## config.mk

```make
export PLATFORM = sky130hd
export DESIGN_NAME = friet_lwc_buffer_in
export DESIGN_NICKNAME = d
export VERILOG_FILES = /design/src/rtl/friet_lwc_buffer_in.sv
export SDC_FILE = /design/constraint.sdc
export NUM_CORES = 1
export LEC_CHECK = 0
export CAP_MARGIN = 20
export CORE_MARGIN = 2
export CORE_UTILIZATION = 44
export CTS_CLUSTER_SIZE = 30
export DETAILED_ROUTE_END_ITERATION = 6
export GPL_TIMING_DRIVEN = 0
export PLACE_DENSITY = 0.76
export SYNTH_ARGS = -nofsm -noshare
export SYNTH_HDL_FRONTEND = slang
export SYNTH_SLANG_ARGS = --single-unit
```

## constraint.sdc

```tcl
create_clock -name clk -period 1.27 [get_ports clk]
set_input_delay 0.127 -clock clk [delete_from_list [all_inputs] [get_ports clk]]
set_output_delay 0.127 -clock clk [all_outputs]
set_load 0.02 [all_outputs]
```

## src/rtl/friet_lwc_buffer_in.sv

```systemverilog
// Two-entry skid buffer for the LWC receive stream (data + last, valid/ready).
// Both the forward outputs and din_ready come straight from flops, so there is no dout_ready -> din_ready path.
module friet_lwc_buffer_in #(
  parameter int G_WIDTH = 32
) (
  input  logic               clk,
  input  logic               rst,
  input  logic [G_WIDTH-1:0] din,
  input  logic               din_last,
  input  logic               din_valid,
  output logic               din_ready,
  output logic [G_WIDTH-1:0] dout,
  output logic               dout_last,
  output logic               dout_valid,
  input  logic               dout_ready
);

  typedef enum logic [1:0] {
    ST_EMPTY,
    ST_HALF,
    ST_FULL
  } state_t;

  state_t             state, state_nxt;
  logic [G_WIDTH-1:0] m_data, s_data;
  logic               m_last, s_last;
  logic               accept, pop;
  logic               load_m_din, load_m_skid, load_s;

  assign accept = din_valid & din_ready;
  assign pop    = dout_valid & dout_ready;

  // NOTE: every signal written here gets a default first, so no path leaves one unassigned and no latch is inferred.
  always_comb begin
    state_nxt   = state;
    load_m_din  = 1'b0;
    load_m_skid = 1'b0;
    load_s      = 1'b0;
    unique case (state)
      ST_EMPTY: begin
        if (accept) begin
          load_m_din = 1'b1;
          state_nxt  = ST_HALF;
        end
      end
      ST_HALF: begin
        if (accept && pop) begin
          load_m_din = 1'b1;
        end else if (accept) begin
          load_s    = 1'b1;
          state_nxt = ST_FULL;
        end else if (pop) begin
          state_nxt = ST_EMPTY;
        end
      end
      ST_FULL: begin
        // din_ready is low here, so only the drain of the skid word can happen.
        if (pop) begin
          load_m_skid = 1'b1;
          state_nxt   = ST_HALF;
        end
      end
      default: state_nxt = ST_EMPTY;
    endcase
  end

  // NOTE: sequential state uses non-blocking assignments so every flop samples pre-edge values.
  always_ff @(posedge clk) begin
    if (rst) begin
      // NOTE: both storage words are cleared on reset so dout reads zero and no stale word survives.
      state      <= ST_EMPTY;
      m_data     <= '0;
      m_last     <= 1'b0;
      s_data     <= '0;
      s_last     <= 1'b0;
      din_ready  <= 1'b1;
      dout_valid <= 1'b0;
    end else begin
      state      <= state_nxt;
      din_ready  <= (state_nxt != ST_FULL);
      dout_valid <= (state_nxt != ST_EMPTY);
      if (load_m_din) begin
        m_data <= din;
        m_last <= din_last;
      end else if (load_m_skid) begin
        m_data <= s_data;
        m_last <= s_last;
      end
      if (load_s) begin
        s_data <= din;
        s_last <= din_last;
      end
    end
  end

  assign dout      = m_data;
  assign dout_last = m_last;

endmodule

```

### After elaboration in Yosys (flattened, before gate mapping)

Cells that the tools add are included.
W data, S select, Z words.

* logic and storage cells: 33
* output and inout port bits: 35
* flip-flop bits (word level): 70
* input bits: 37

* bitwise operators: 2
* reductions and logical operators: 4
* muxes and demuxes: 17
* equality and inequality tests: 3

Operators with widths (count)
* $mux W32: 2
* $mux W2: 5
* $mux W1: 8
* $pmux W2 S3: 1
* $reduce_bool A2 Y1: 2
* $and A1 B1 Y1: 2
* $eq A2 B1 Y1 const B: 1
* $eq A2 B2 Y1 const B: 1
* $logic_not A2 Y1: 1
* $ne A2 B2 Y1 const B: 1
* $pmux W1 S2: 1
* $logic_and A1 B1 Y1: 1

### Longest topological paths before layout

Gate-level depths: netlist of the first run.

* depth after elaboration: 6
* mapped depth: 5
* gate-level depth less buffers: 3

### Worst setup path after synthesis of the first run

OpenSTA, ideal clock, no wires.

* path kind: flip-flop to flip-flop
* start: register dout_valid
* end: register m_data[1], in the netlist dout[1]
* setup time: 0.091 ns
* buffers on the path: 2
* arrival: 1.239 ns
* data required time: 1.179 ns
* setup slack: -0.060 ns
* period minus slack after synthesis: 1.330 ns
* cell stages (with the launch flop): 6
* path through: dfxtp_1 and4b_1 buf_4 buf_6 nand2_1 a311oi_1

* cells in the longest elaborated chain, start to end: 5
* elaborated cells between the ends (all ways): 8
* classes of those cells: mux (5); bitwise (1); reduce/logical (2)

Ends and longest elaborated chain
* from (decl): RTL line 14 `output logic dout_valid,`
* from (signal assigned): RTL line 81 `dout_valid <= (state_nxt != ST_EMPTY);`
* $and A1 B1 Y1 *: RTL line 31 `assign pop = dout_valid & dout_ready;`
* $logic_and A1 B1 Y1: RTL line 47 `if (accept && pop) begin`
* $mux W1: RTL line 47
* $pmux W1 S2: RTL line 39 `unique case (state)`
* $mux W32 or $reduce_bool A2 Y1 (tied branches)
* to (signal assigned): RTL line 83 `m_data <= din;`
* to (signal assigned): RTL line 86 `m_data <= s_data;`
* to (decl): RTL line 25 `logic [G_WIDTH-1:0] m_data, s_data;`

Mark *: on every way between the ends. The rest lies on a longest branch, timed or not.
A chain may end at the register's enable or synchronous reset.

### Final worst setup path of the first run

* start: register state[0]
* end: register m_data[0], in the netlist dout[0]

* cells in the longest elaborated chain, start to end: 3
* elaborated cells between the ends (all ways): 7
* classes of those cells: eq/ne (2); mux (3); reduce/logical (2)

Ends and longest elaborated chain
* from (decl): RTL line 24 `state_t state, state_nxt;`
* from (signal assigned): RTL line 79 `state <= state_nxt;`
* $eq A2 B1 Y1 (tied with other cells): RTL line 39
* $pmux W1 S2 or $mux W1 (tied branches): RTL line 39
* $mux W32 or $reduce_bool A2 Y1 (tied branches)

Several ways; a longest one is shown, not always the timed one.

==> metrics.md, run 1 <==
| Metric | Value |
|---|---|
| CTS max path bufs | `2` |
| Leakage power total | `1.90 nW` |
| Critical Path Fanout Max | `7` |
| Worst hold slack | `0.136 ns` |
| Relative slew slack | `49.9%` |
| Synthesized instance count | `359` |
| Min Clock Period, post-route | `1.53 ns` |
| Effective utilization at floorplan | `46.1%` |
| Worst skew pair latency | `0.37 ns` |
| Proportion of layout cells with a drive suffix above 1 | `43.3%` |
| Sw Ratio | `35.9%` |
| First-pass GRT wire length | `16.7 mm` |
| Worst Setup Slack, final | `-0.256 ns` |
| Critical path class | `flip-flop to flip-flop` |
| PwrDens | `1320 nW/um^2` |
| Initial drt markers | `384` |
| Post-route cell area | `5150 um^2` |
| Worst VDD drop | `0.908 mV` |
| Placed Area | `3760 um^2` |
| Port Buf Inserts | `70` |
| Vias in the first global route | `3293` |
| WP data required | `1.53 ns` |
| Crit start category | `flip-flop` |
| Routability cong. | `0.858` |
| # H-tree levels | `3` |
| Worst-case reg-to-reg path depth | `6` |
| Die ar. | `7400 um^2` |
| Period Utilization, post-route | `120%` |
| Mean routed wirelength per cell | `23.6 um` |
| RSZ-0062 raised after global routing | `yes` |
| Critical Path Slowest Stage Cell | `dfxtp_4` |
| Distinct cells, synth | `27` |
| Synth Net Count | `396` |
| Cell breakdown of the critical path | `and4b_1 > buf_6 > buf_12 > buf_6 > nand2_2 > a311oi_1` |
| Yosys warns | `0` |
| CTS tree | `done` |
| First-pass iteration count of the detailed router | `6` |
| CTS Sinks | `70` |
| Number of fill cells | `350` |
| CP max stage delay | `0.36 ns` |
| Comb power frac | `33.6%` |
| Cell internal pwr | `4.35 mW` |
| Final Hold Viols | `0` |
| Critical Path AT | `1.79 ns` |
| CTS clk-pin slew, worst paths | `0.08 ns` |
| Core Area | `6420 um^2` |
| Chip width | `86.0 um` |
| Diodes inserted | `0` |
| Failing checks | `setup timing` |
| Total power | `6.79 mW` |
| Sequential element share of the synthesized area | `47.3%` |
| Worst hold path depth | `2` |
| Vias | `3650` |
| Critical Path Most Common Cell | `buf_6` |
| FF-to-FF setup slack | `-0.26 ns` |
| Slew Viols, Final | `0` |
| Max-cap violations | `0` |
| Dpl hpwl | `5.71 mm` |
| Vias/cell | `6.68` |
| Final WL | `12.9 mm` |
| Sw power | `2.44 mW` |
| # IOs | `72` |
| Post-route ant nets | `0` |
| Clock power share | `28.3%` |
| CTS root buffer | `clkbuf_8` |
| Gr usage total | `28.8%` |
| Setup-failing EPs final | `67` |
| Rows | `29` |
| Mean area per synthesized cell | `8.25 um^2` |
| Largest net degree at the start of global routing | `13` |
| Overall die height | `86.0 um` |
| Post-synth top area share | `47.3%` |
| Top cells by area, synth | `dfxtp_1, a311oi_1, nand2_1` |
| DRC | `0` |
| Cell Area, Synth | `2960 um^2` |
| Hold_buf cts | `0` |
| Area leader, netlist | `dfxtp_1` |
| Hold/Removal Path Class | `input port to flip-flop` |
| TritonCTS Buffers | `9` |
| Clock Skews | `0.0138 ns` |
| Area grow syn2layout | `74.1%` |
| Tightest Pin Transition | `0.751 ns` |
| FMAX | `0.655 GHz` |
| Total congestion overflow | `0` |
| Worst setup EP type | `flip-flop` |
| Layout Nets | `501` |
| Flop pwr share | `38.1%` |
| Status | `finished with violations` |
| Seq cells post-synth | `70` |
| Initial antenna violation count | `0` |
cells in the final DEF (no fill, tap or decap), types with 6 or more instances in the layout:
master,instances
nand3_4,16
o21ai_1,18
buf_4,10
a21oi_2,24
dfxtp_1,66
nand3_1,9
nor3_1,19
buf_8,8
dlygate4sd2_1,36
clkdlybuf4s50_1,34
nand2_1,37
nand3_2,8
o21ai_2,12
nand2_4,7
a311oi_1,17
clkbuf_1,7
a311oi_2,16
nor3_2,13
buf_6,19
nand2_2,24
a21oi_1,11
buf_12,6
clkbuf_8,14
sequential cells by signal, summed over array words and instances, names as in the netlist:
| signal | count |
|---|---|
| s_data | 32 |
| state | 2 |
| s_last | 1 |
| dout_last | 1 |
| din_ready | 1 |
| dout | 32 |
| dout_valid | 1 |
what timing repair did:
| item | 4_1_cts | 5_1_grt |
|---|---|---|
| buffers inserted | 13 | 6 |
| cloned | 8 | 2 |
| resized for setup | 169 | 132 |
| setup endpoints to repair | 102 | 68 |
| pin swaps | 62 | 45 |
power by group through the flow:
stage / combinational [mW] / clock [mW] / sequential [mW]
2_1_floorplan: 0.654 / 0 / 2.76
3_3_place_gp: 1.45 / 0 / 2.59
3_5_place_dp: 1.47 / 0 / 2.59
4_1_cts: 1.82 / 1.82 / 2.56
5_1_grt: 2.35 / 1.97 / 2.60
6_report: 2.28 / 1.92 / 2.58
final cells by class:
class	count	area (um^2)	area share, %
buffer	38	400	7.77
clock buffer	10	138	2.67
clock inverter	6	61.3	1.19
multi-input combinational	250	2040	39.7
sequential	70	1410	27.4
tap	77	96.3	1.87
timing repair buffer	95	1000	19.4
synth_stat cells (all sizes together):
library cell  count
nor3             34
nand2            68
o32ai             1
nand3b            1
a21o              1
and2              1
a21boi            2
nand2b            1
nand4b            1
and3b             1
a311oi           33
buf              26
a21oi            35
clkbuf           13
or3               1
a21bo             1
mux2i             1
nand3            33
dfxtp            70
and4b             1
o21ai            33
or2               1
worst max-delay path: cells and delay by family (launching register included):
| family | cells | cell delay (ns) |
|---|---|---|
| buffers and inverters | 3 | 0.43 |
| DFF | 1 | 0.36 |
| and+or+nand+nor | 2 | 0.34 |
| AOI/OAI and AO/OA | 1 | 0.28 |
cells by family (layout without fill, tap and decap cells):
family                 Yosys count  count (layout)  share of synthesized area (%)
AO/OA/AOI/OAI                  106             106                           22.8
buffers and inverters           39             149                           7.48
AND/OR/NAND/NOR                143             143                           22.1
multiplexers                     1               1                          0.338
flip-flops                      70              70                           47.3
through the flow:
stage / util, % / cells / TNS (ns) / setup WS [ns]
after floorplan: - / 359 / 0 / 0.0455
after global placement: 58.5 / 506 / -23.59 / -0.379
after detailed placement: 58.5 / 506 / -25.78 / -0.458
after CTS: 71.7 / 543 / -4.17 / -0.160
after global routing: 80.3 / 546 / -11.55 / -0.253
final: 80.3 / 546 / -9.51 / -0.256
per-layer routing:
metal | GRT usage, % | part of all wire, % | wire length [um] | vias up
li1 | - | - | - | 1523
met1 | 34.2 | 38 | 4890 | 1771
met2 | 48.8 | 49 | 6310 | 280
met3 | 5.77 | 8.4 | 1080 | 76
met4 | 15.4 | 4.7 | 603 | 0
met5 | 0 | 0 | 0 | -
final timing paths:
path | endpoint | start
max | dout[0] | state[0]
min | din_ready | rst
max reg2reg | dout[0] | state[0]
min reg2reg | dout[30] | dout[30]
(Power assumes the default switching activity.)
==> inputs of run 2 (changes only) <==
--- a/config.mk
+++ b/config.mk
@@ -6,12 +6,14 @@
 export NUM_CORES = 1
 export LEC_CHECK = 0
 export CAP_MARGIN = 20
+export CELL_PAD_IN_SITES_DETAIL_PLACEMENT = 1
+export CELL_PAD_IN_SITES_GLOBAL_PLACEMENT = 2
 export CORE_MARGIN = 2
-export CORE_UTILIZATION = 44
+export CORE_UTILIZATION = 25
 export CTS_CLUSTER_SIZE = 30
 export DETAILED_ROUTE_END_ITERATION = 6
 export GPL_TIMING_DRIVEN = 0
-export PLACE_DENSITY = 0.76
+export PLACE_DENSITY = 0.75
 export SYNTH_ARGS = -nofsm -noshare
 export SYNTH_HDL_FRONTEND = slang
 export SYNTH_SLANG_ARGS = --single-unit
==> metrics.md, run 2 (synthesis gave the netlist of run 1 again) <==
| Metric | Value |
|---|---|
| Number of fill cells | `1221 (was 350)` |
| # H-tree levels | `3 (unchanged)` |
| Most frequent cells in the layout | `dfxtp_1, dlygate4sd2_1, clkdlybuf4s50_1 (was dfxtp_1, nand2_1, dlygate4sd2_1)` |
| Area grow syn2layout | `91.5% (was 74.1%)` |
| Vias/cell | `5.33 (was 6.68)` |
| Final Hold Viols | `0 (unchanged)` |
| Slew Viols, Final | `0 (unchanged)` |
| Hold/Removal Path Class | `input port to flip-flop (unchanged)` |
| Gr usage total | `19.7% (was 28.8%)` |
| Worst Setup Slack, final | `-0.160 ns (was -0.256 ns)` |
| Overall die height | `113 um (was 86.0 um)` |
| Critical Path AT | `1.68 ns (was 1.79 ns)` |
| Proportion of layout cells with a drive suffix above 1 | `47.8% (was 43.3%)` |
| Port Buf Inserts | `70 (unchanged)` |
| First-pass GRT wire length | `19.6 mm (was 16.7 mm)` |
| CTS clk-pin slew, worst paths | `0.06 ns (was 0.08 ns)` |
| Worst setup EP type | `flip-flop (unchanged)` |
| Final core utilization | `49.4% (was 80.3%)` |
| Diodes inserted | `0 (unchanged)` |
| First-pass iteration count of the detailed router | `4 (was 6)` |
| Total congestion overflow | `0 (unchanged)` |
| Largest net degree at the start of global routing | `13 (unchanged)` |
| Rows | `39 (was 29)` |
| Most common cell after layout, fill and taps aside | `dfxtp_1 (unchanged)` |
| Layout Nets | `511 (was 501)` |
| Total negative slack | `-4.17 ns (was -9.51 ns)` |
| Hold path start | `rst (unchanged)` |
| Final cell count without fillers | `622 (was 546)` |
| Critical Path Fanout Max | `7 (unchanged)` |
| Worst skew pair latency | `0.34 ns (was 0.37 ns)` |
| Crit start category | `flip-flop (unchanged)` |
| Initial drt markers | `118 (was 384)` |
| Setup-failing EPs final | `67 (unchanged)` |
| CTS max path bufs | `2 (unchanged)` |
| Routability cong. | `0.812 (was 0.858)` |
| CP startpoint | `state[1] (was state[0])` |
| Dpl hpwl | `7.01 mm (was 5.71 mm)` |
| Post-route ant nets | `0 (unchanged)` |
| Chip width | `113 um (was 86.0 um)` |
| PwrDens | `1390 nW/um^2 (was 1320 nW/um^2)` |
| FF-to-FF Start | `state[1] (was state[0])` |
| Period Utilization, post-route | `113% (was 120%)` |
| Status | `finished with violations (unchanged)` |
| Vias | `3316 (was 3650)` |
| FMAX | `0.699 GHz (was 0.655 GHz)` |
| Core Area | `11500 um^2 (was 6420 um^2)` |
| Worst-case reg-to-reg path depth | `7 (was 6)` |
| Final WL | `13.0 mm (was 12.9 mm)` |
| Hold_buf cts | `0 (unchanged)` |
| Vias in the first global route | `3503 (was 3293)` |
| # IOs | `72 (unchanged)` |
| Clock Skews | `0.00520 ns (was 0.0138 ns)` |
| WP data required | `1.52 ns (was 1.53 ns)` |
| Leakage power total | `2.10 nW (was 1.90 nW)` |
| CTS tree | `done (unchanged)` |
| Worst hold path depth | `2 (unchanged)` |
| TritonCTS Buffers | `9 (unchanged)` |
| Total power | `7.88 mW (was 6.79 mW)` |
| CTS root buffer | `clkbuf_16 (was clkbuf_8)` |
| CTS Sinks | `70 (unchanged)` |
| RSZ-0062 raised after global routing | `yes (unchanged)` |
| Worst hold slack | `0.184 ns (was 0.136 ns)` |
| Failing checks | `setup timing (unchanged)` |
| Mean routed wirelength per cell | `20.9 um (was 23.6 um)` |
| Tightest Pin Transition | `0.801 ns (was 0.751 ns)` |
| Effective utilization at floorplan | `25.8% (was 46.1%)` |
| Relative slew slack | `46.6% (was 49.9%)` |
| DRC | `0 (unchanged)` |
| Placed Cells | `572 (was 506)` |
| Min Clock Period, post-route | `1.43 ns (was 1.53 ns)` |
| Max-cap violations | `0 (unchanged)` |
| Critical path class | `flip-flop to flip-flop (unchanged)` |
| Worst VDD drop | `0.667 mV (was 0.908 mV)` |
| Initial antenna violation count | `0 (unchanged)` |
| Die ar. | `12700 um^2 (was 7400 um^2)` |
[run 2: area by class of cell]
| class | count | area, um^2 | area share, % |
|---|---|---|---|
| multi-input cells | 250 | 2100 | 37.1 |
| flip-flops and latches | 70 | 1410 | 24.9 |
| repair buffers | 104 | 1180 | 20.9 |
| plain buffers | 39 | 454 | 8.01 |
| clock buffers | 11 | 253 | 4.46 |
| well taps | 143 | 179 | 3.16 |
| clock inverters | 5 | 81.3 | 1.43 |
[run 2: critical path, cell delays in order, from the launching register on]
cell and delay [ns]:
dfxtp_4 0.36, buf_6 0.12, nand4b_1 0.13, buf_6 0.20, buf_12 0.12, buf_16 0.11
nand2_1 0.06, a311oi_2 0.24
[run 2: worst paths after layout]
path / endpoint / slack (ns)
worst min register to register: s_data[25] / 0.47
worst max-delay path: dout[26] / -0.16
worst max register to register: dout[26] / -0.16
worst min-delay path: din_ready / 0.18
[run 2: timing repair]
item                       CTS  global route
resized for setup          165           178
pin swaps                   43            45
setup endpoints to repair  103            69
gates cloned                 8             4
setup buffers               20             5
[run 2: power by group]
group	switching, mW	leakage, nW	internal, mW
Sequential	0.163	0.576	2.43
Combinational	1.31	1.36	1.12
Clock	1.03	0.162	1.83
Total	2.51	2.10	5.37
[run 2: per-layer routing]
metal / routed length (um) / track usage, %
met1: 5820 / 26.0
met3: 373 / 4.07
met2: 6580 / 32.1
met4: 226 / 6.83
met5: 0 / 0
[run 2: through the flow]
step	area (um^2)	worst slack, ns
2_1_floorplan	2960	0.0455
3_3_place_gp	3840	-0.442
3_5_place_dp	3840	-0.486
4_1_cts	4920	-0.0966
5_1_grt	5670	-0.211
6_report	5670	-0.160
==> inputs of run 3 (changes only) <==
--- a/config.mk
+++ b/config.mk
@@ -13,6 +13,7 @@
 export CTS_CLUSTER_SIZE = 30
 export DETAILED_ROUTE_END_ITERATION = 6
 export GPL_TIMING_DRIVEN = 0
+export MAX_ROUTING_LAYER = met4
 export PLACE_DENSITY = 0.75
 export SYNTH_ARGS = -nofsm -noshare
 export SYNTH_HDL_FRONTEND = slang
==> metrics.md, run 3 (synthesis gave the netlist of run 1 again) <==
| Metric | Value |
|---|---|
| Status | `finished with violations (unchanged)` |
| Failing checks | `setup timing (unchanged)` |
| Worst Setup Slack, final | `-0.198 ns (was -0.160 ns)` |
| Die ar. | `12700 um^2 (unchanged)` |
| Worst VDD drop | `0.702 mV (was 0.667 mV)` |
| FF-to-FF setup slack | `-0.20 ns (was -0.16 ns)` |
| Post-route ant nets | `0 (unchanged)` |
| Flop pwr share | `32.4% (was 32.8%)` |
| Worst slack, placed | `-0.486 ns (unchanged)` |
| Post-route cell area | `5800 um^2 (was 5670 um^2)` |
| Final WL | `13.8 mm (was 13.0 mm)` |
| First-pass iteration count of the detailed router | `4 (unchanged)` |
| Routability cong. | `0.824 (was 0.812)` |
| PwrDens | `1380 nW/um^2 (was 1390 nW/um^2)` |
| Final core utilization | `50.6% (was 49.4%)` |
| Hold/Removal Path Class | `input port to flip-flop (unchanged)` |
| Critical Path Slowest Stage Cell | `dfxtp_4 (unchanged)` |
| Total congestion overflow | `0 (unchanged)` |
| Slew Viols, Final | `0 (unchanged)` |
| Max Used Layer | `met4 (unchanged)` |
| Chip width | `113 um (unchanged)` |
| Crit start category | `flip-flop (unchanged)` |
| FF-to-FF Start | `state[0] (was state[1])` |
| Setup-failing EPs final | `67 (unchanged)` |
| Period Utilization, post-route | `116% (was 113%)` |
| Initial antenna violation count | `0 (unchanged)` |
| Cell internal pwr | `5.40 mW (was 5.37 mW)` |
| Cell breakdown of the critical path | `and4b_1 > buf_6 > buf_12 > buf_8 > nand2_1 > a311oi_2 (was buf_6 > nand4b_1 > buf_6 > buf_12 > buf_16 > nand2_1 > a311oi_2)` |
| Dpl hpwl | `7.01 mm (unchanged)` |
| Reg2reg end | `dout[28] (was dout[26])` |
| Vias/cell | `5.36 (was 5.33)` |
| Sw power | `2.59 mW (was 2.51 mW)` |
| CP max stage delay | `0.36 ns (about the same)` |
| Worst setup EP type | `flip-flop (unchanged)` |
| Placed Area | `3840 um^2 (unchanged)` |
| Clock power share | `35.9% (was 36.3%)` |
| Initial drt markers | `116 (was 118)` |
| Proportion of layout cells with a drive suffix above 1 | `51.0% (was 47.8%)` |
| Area grow syn2layout | `96.1% (was 91.5%)` |
| Min Clock Period, post-route | `1.47 ns (was 1.43 ns)` |
| CTS max path bufs | `2 (unchanged)` |
| Vias | `3337 (was 3316)` |
| FMAX | `0.681 GHz (was 0.699 GHz)` |
| Critical Path AT | `1.71 ns (was 1.68 ns)` |
| # H-tree levels | `3 (unchanged)` |
| Max-cap violations | `0 (unchanged)` |
| Effective utilization at floorplan | `25.8% (unchanged)` |
| Relative slew slack | `47.6% (was 46.6%)` |
| Met3 WL post-DR | `466 um (was 373 um)` |
| Most common cell after layout, fill and taps aside | `dfxtp_1 (unchanged)` |
| Comb power frac | `31.6% (was 30.9%)` |
| Placed Cells | `572 (unchanged)` |
| Critical path class | `flip-flop to flip-flop (unchanged)` |
| Vias in the first global route | `3523 (was 3503)` |
| Tightest Pin Transition | `0.786 ns (was 0.801 ns)` |
| Rows | `39 (unchanged)` |
| Met1 WL | `5.92 mm (was 5.82 mm)` |
| Gr usage total | `20.3% (was 19.7%)` |
| Critical Path Fanout Max | `5 (was 7)` |
| Port Buf Inserts | `70 (unchanged)` |
| Total negative slack | `-5.32 ns (was -4.17 ns)` |
| RSZ-0062 raised after global routing | `yes (unchanged)` |
| CTS clk-pin slew, worst paths | `0.06 ns (about the same)` |
| # IOs | `72 (unchanged)` |
| Routed length on met2 | `7.05 mm (was 6.58 mm)` |
| Worst hold slack | `0.186 ns (was 0.184 ns)` |
| Diodes inserted | `0 (unchanged)` |
| Mean routed wirelength per cell | `22.1 um (was 20.9 um)` |
| Sw Ratio | `32.4% (was 31.8%)` |
| Most frequent cells in the layout | `dfxtp_1, dlygate4sd2_1, clkdlybuf4s50_1 (unchanged)` |
| CP startpoint | `state[0] (was state[1])` |
| Total power | `7.99 mW (was 7.88 mW)` |
| First-pass GRT wire length | `19.5 mm (was 19.6 mm)` |
| Largest net degree at the start of global routing | `13 (unchanged)` |
| CTS Sinks | `70 (unchanged)` |
| DRC | `0 (unchanged)` |
| Final cell count without fillers | `623 (was 622)` |
| Core Area | `11500 um^2 (unchanged)` |
| Final Hold Viols | `0 (unchanged)` |
| Overall die height | `113 um (unchanged)` |
| TritonCTS Buffers | `9 (unchanged)` |
| CTS tree | `done (unchanged)` |
| Layout Nets | `512 (was 511)` |
| Worst skew pair latency | `0.34 ns (about the same)` |
| CTS root buffer | `clkbuf_16 (unchanged)` |
| Leakage power total | `2.15 nW (was 2.10 nW)` |
| Clock Skews | `0.00583 ns (was 0.00520 ns)` |
| WP data required | `1.51 ns (was 1.52 ns)` |
| Worst-case reg-to-reg path depth | `6 (was 7)` |
| Worst setup endpoint | `dout[28] (was dout[26])` |
## run 3: cell count changes in the layout (fill, tap and decap cells not counted), moves of 3 or more
cell     previous run  this run
buf_6              17        20
nand3_1            14         6
a21oi_1            18        10
nand3_2            11        17
a21oi_2            17        25
nand2_2            31        28
## run 3: critical path, delay by kind of cell, from the launching register on
family	cells	cell delay [ns]
buffers and inverters	3	0.43
and+or+nand+nor	2	0.36
DFF	1	0.36
AOI/OAI and AO/OA	1	0.21
## run 3: cell type report
class	count	area (um^2)
Fill cell	1221	5660
Multi-Input combinational cell	250	2210
Sequential cell	70	1410
Timing Repair Buffer	105	1210
Buffer	39	452
Clock buffer	11	253
Tap cell	143	179
Clock inverter	5	81.3
## run 3: what timing repair did
| item | in CTS | in global routing |
|---|---|---|
| hold buffers | 0 | 0 |
| pin swaps | 43 | 58 |
| gates resized for setup | 165 | 200 |
| setup endpoints to repair | 103 | 69 |
| cloned | 8 | 5 |
| buffers inserted | 20 | 5 |
## run 3: worst min path at each step
| stage | start | to | slack [ns] | depth (start not counted) |
|---|---|---|---|---|
| floorplan | din[0] | s_data[0] | 0.27 | 2 |
| global placement | s_data[0] | s_data[0] | 0.46 | 2 |
| detailed placement | s_data[24] | s_data[24] | 0.47 | 2 |
| CTS | rst | din_ready | 0.14 | 2 |
| global route | rst | din_ready | 0.18 | 2 |
| finish | rst | din_ready | 0.19 | 2 |
## run 3: per-layer routing
layer,vias to the layer above,GRT usage [%]
met2,88,32.1
met1,1677,26.1
met3,27,3.80
li1,1545,-
met5,-,-
met4,0,6.83
## run 3: power by group through the flow
stage | Combinational (mW) | Sequential [mW] | Clock [mW]
floorplan | 0.654 | 2.76 | 0
global placement | 1.51 | 2.59 | 0
detailed placement | 1.53 | 2.60 | 0
CTS | 1.83 | 2.56 | 2.88
global route | 2.67 | 2.62 | 3.01
finish | 2.53 | 2.59 | 2.87
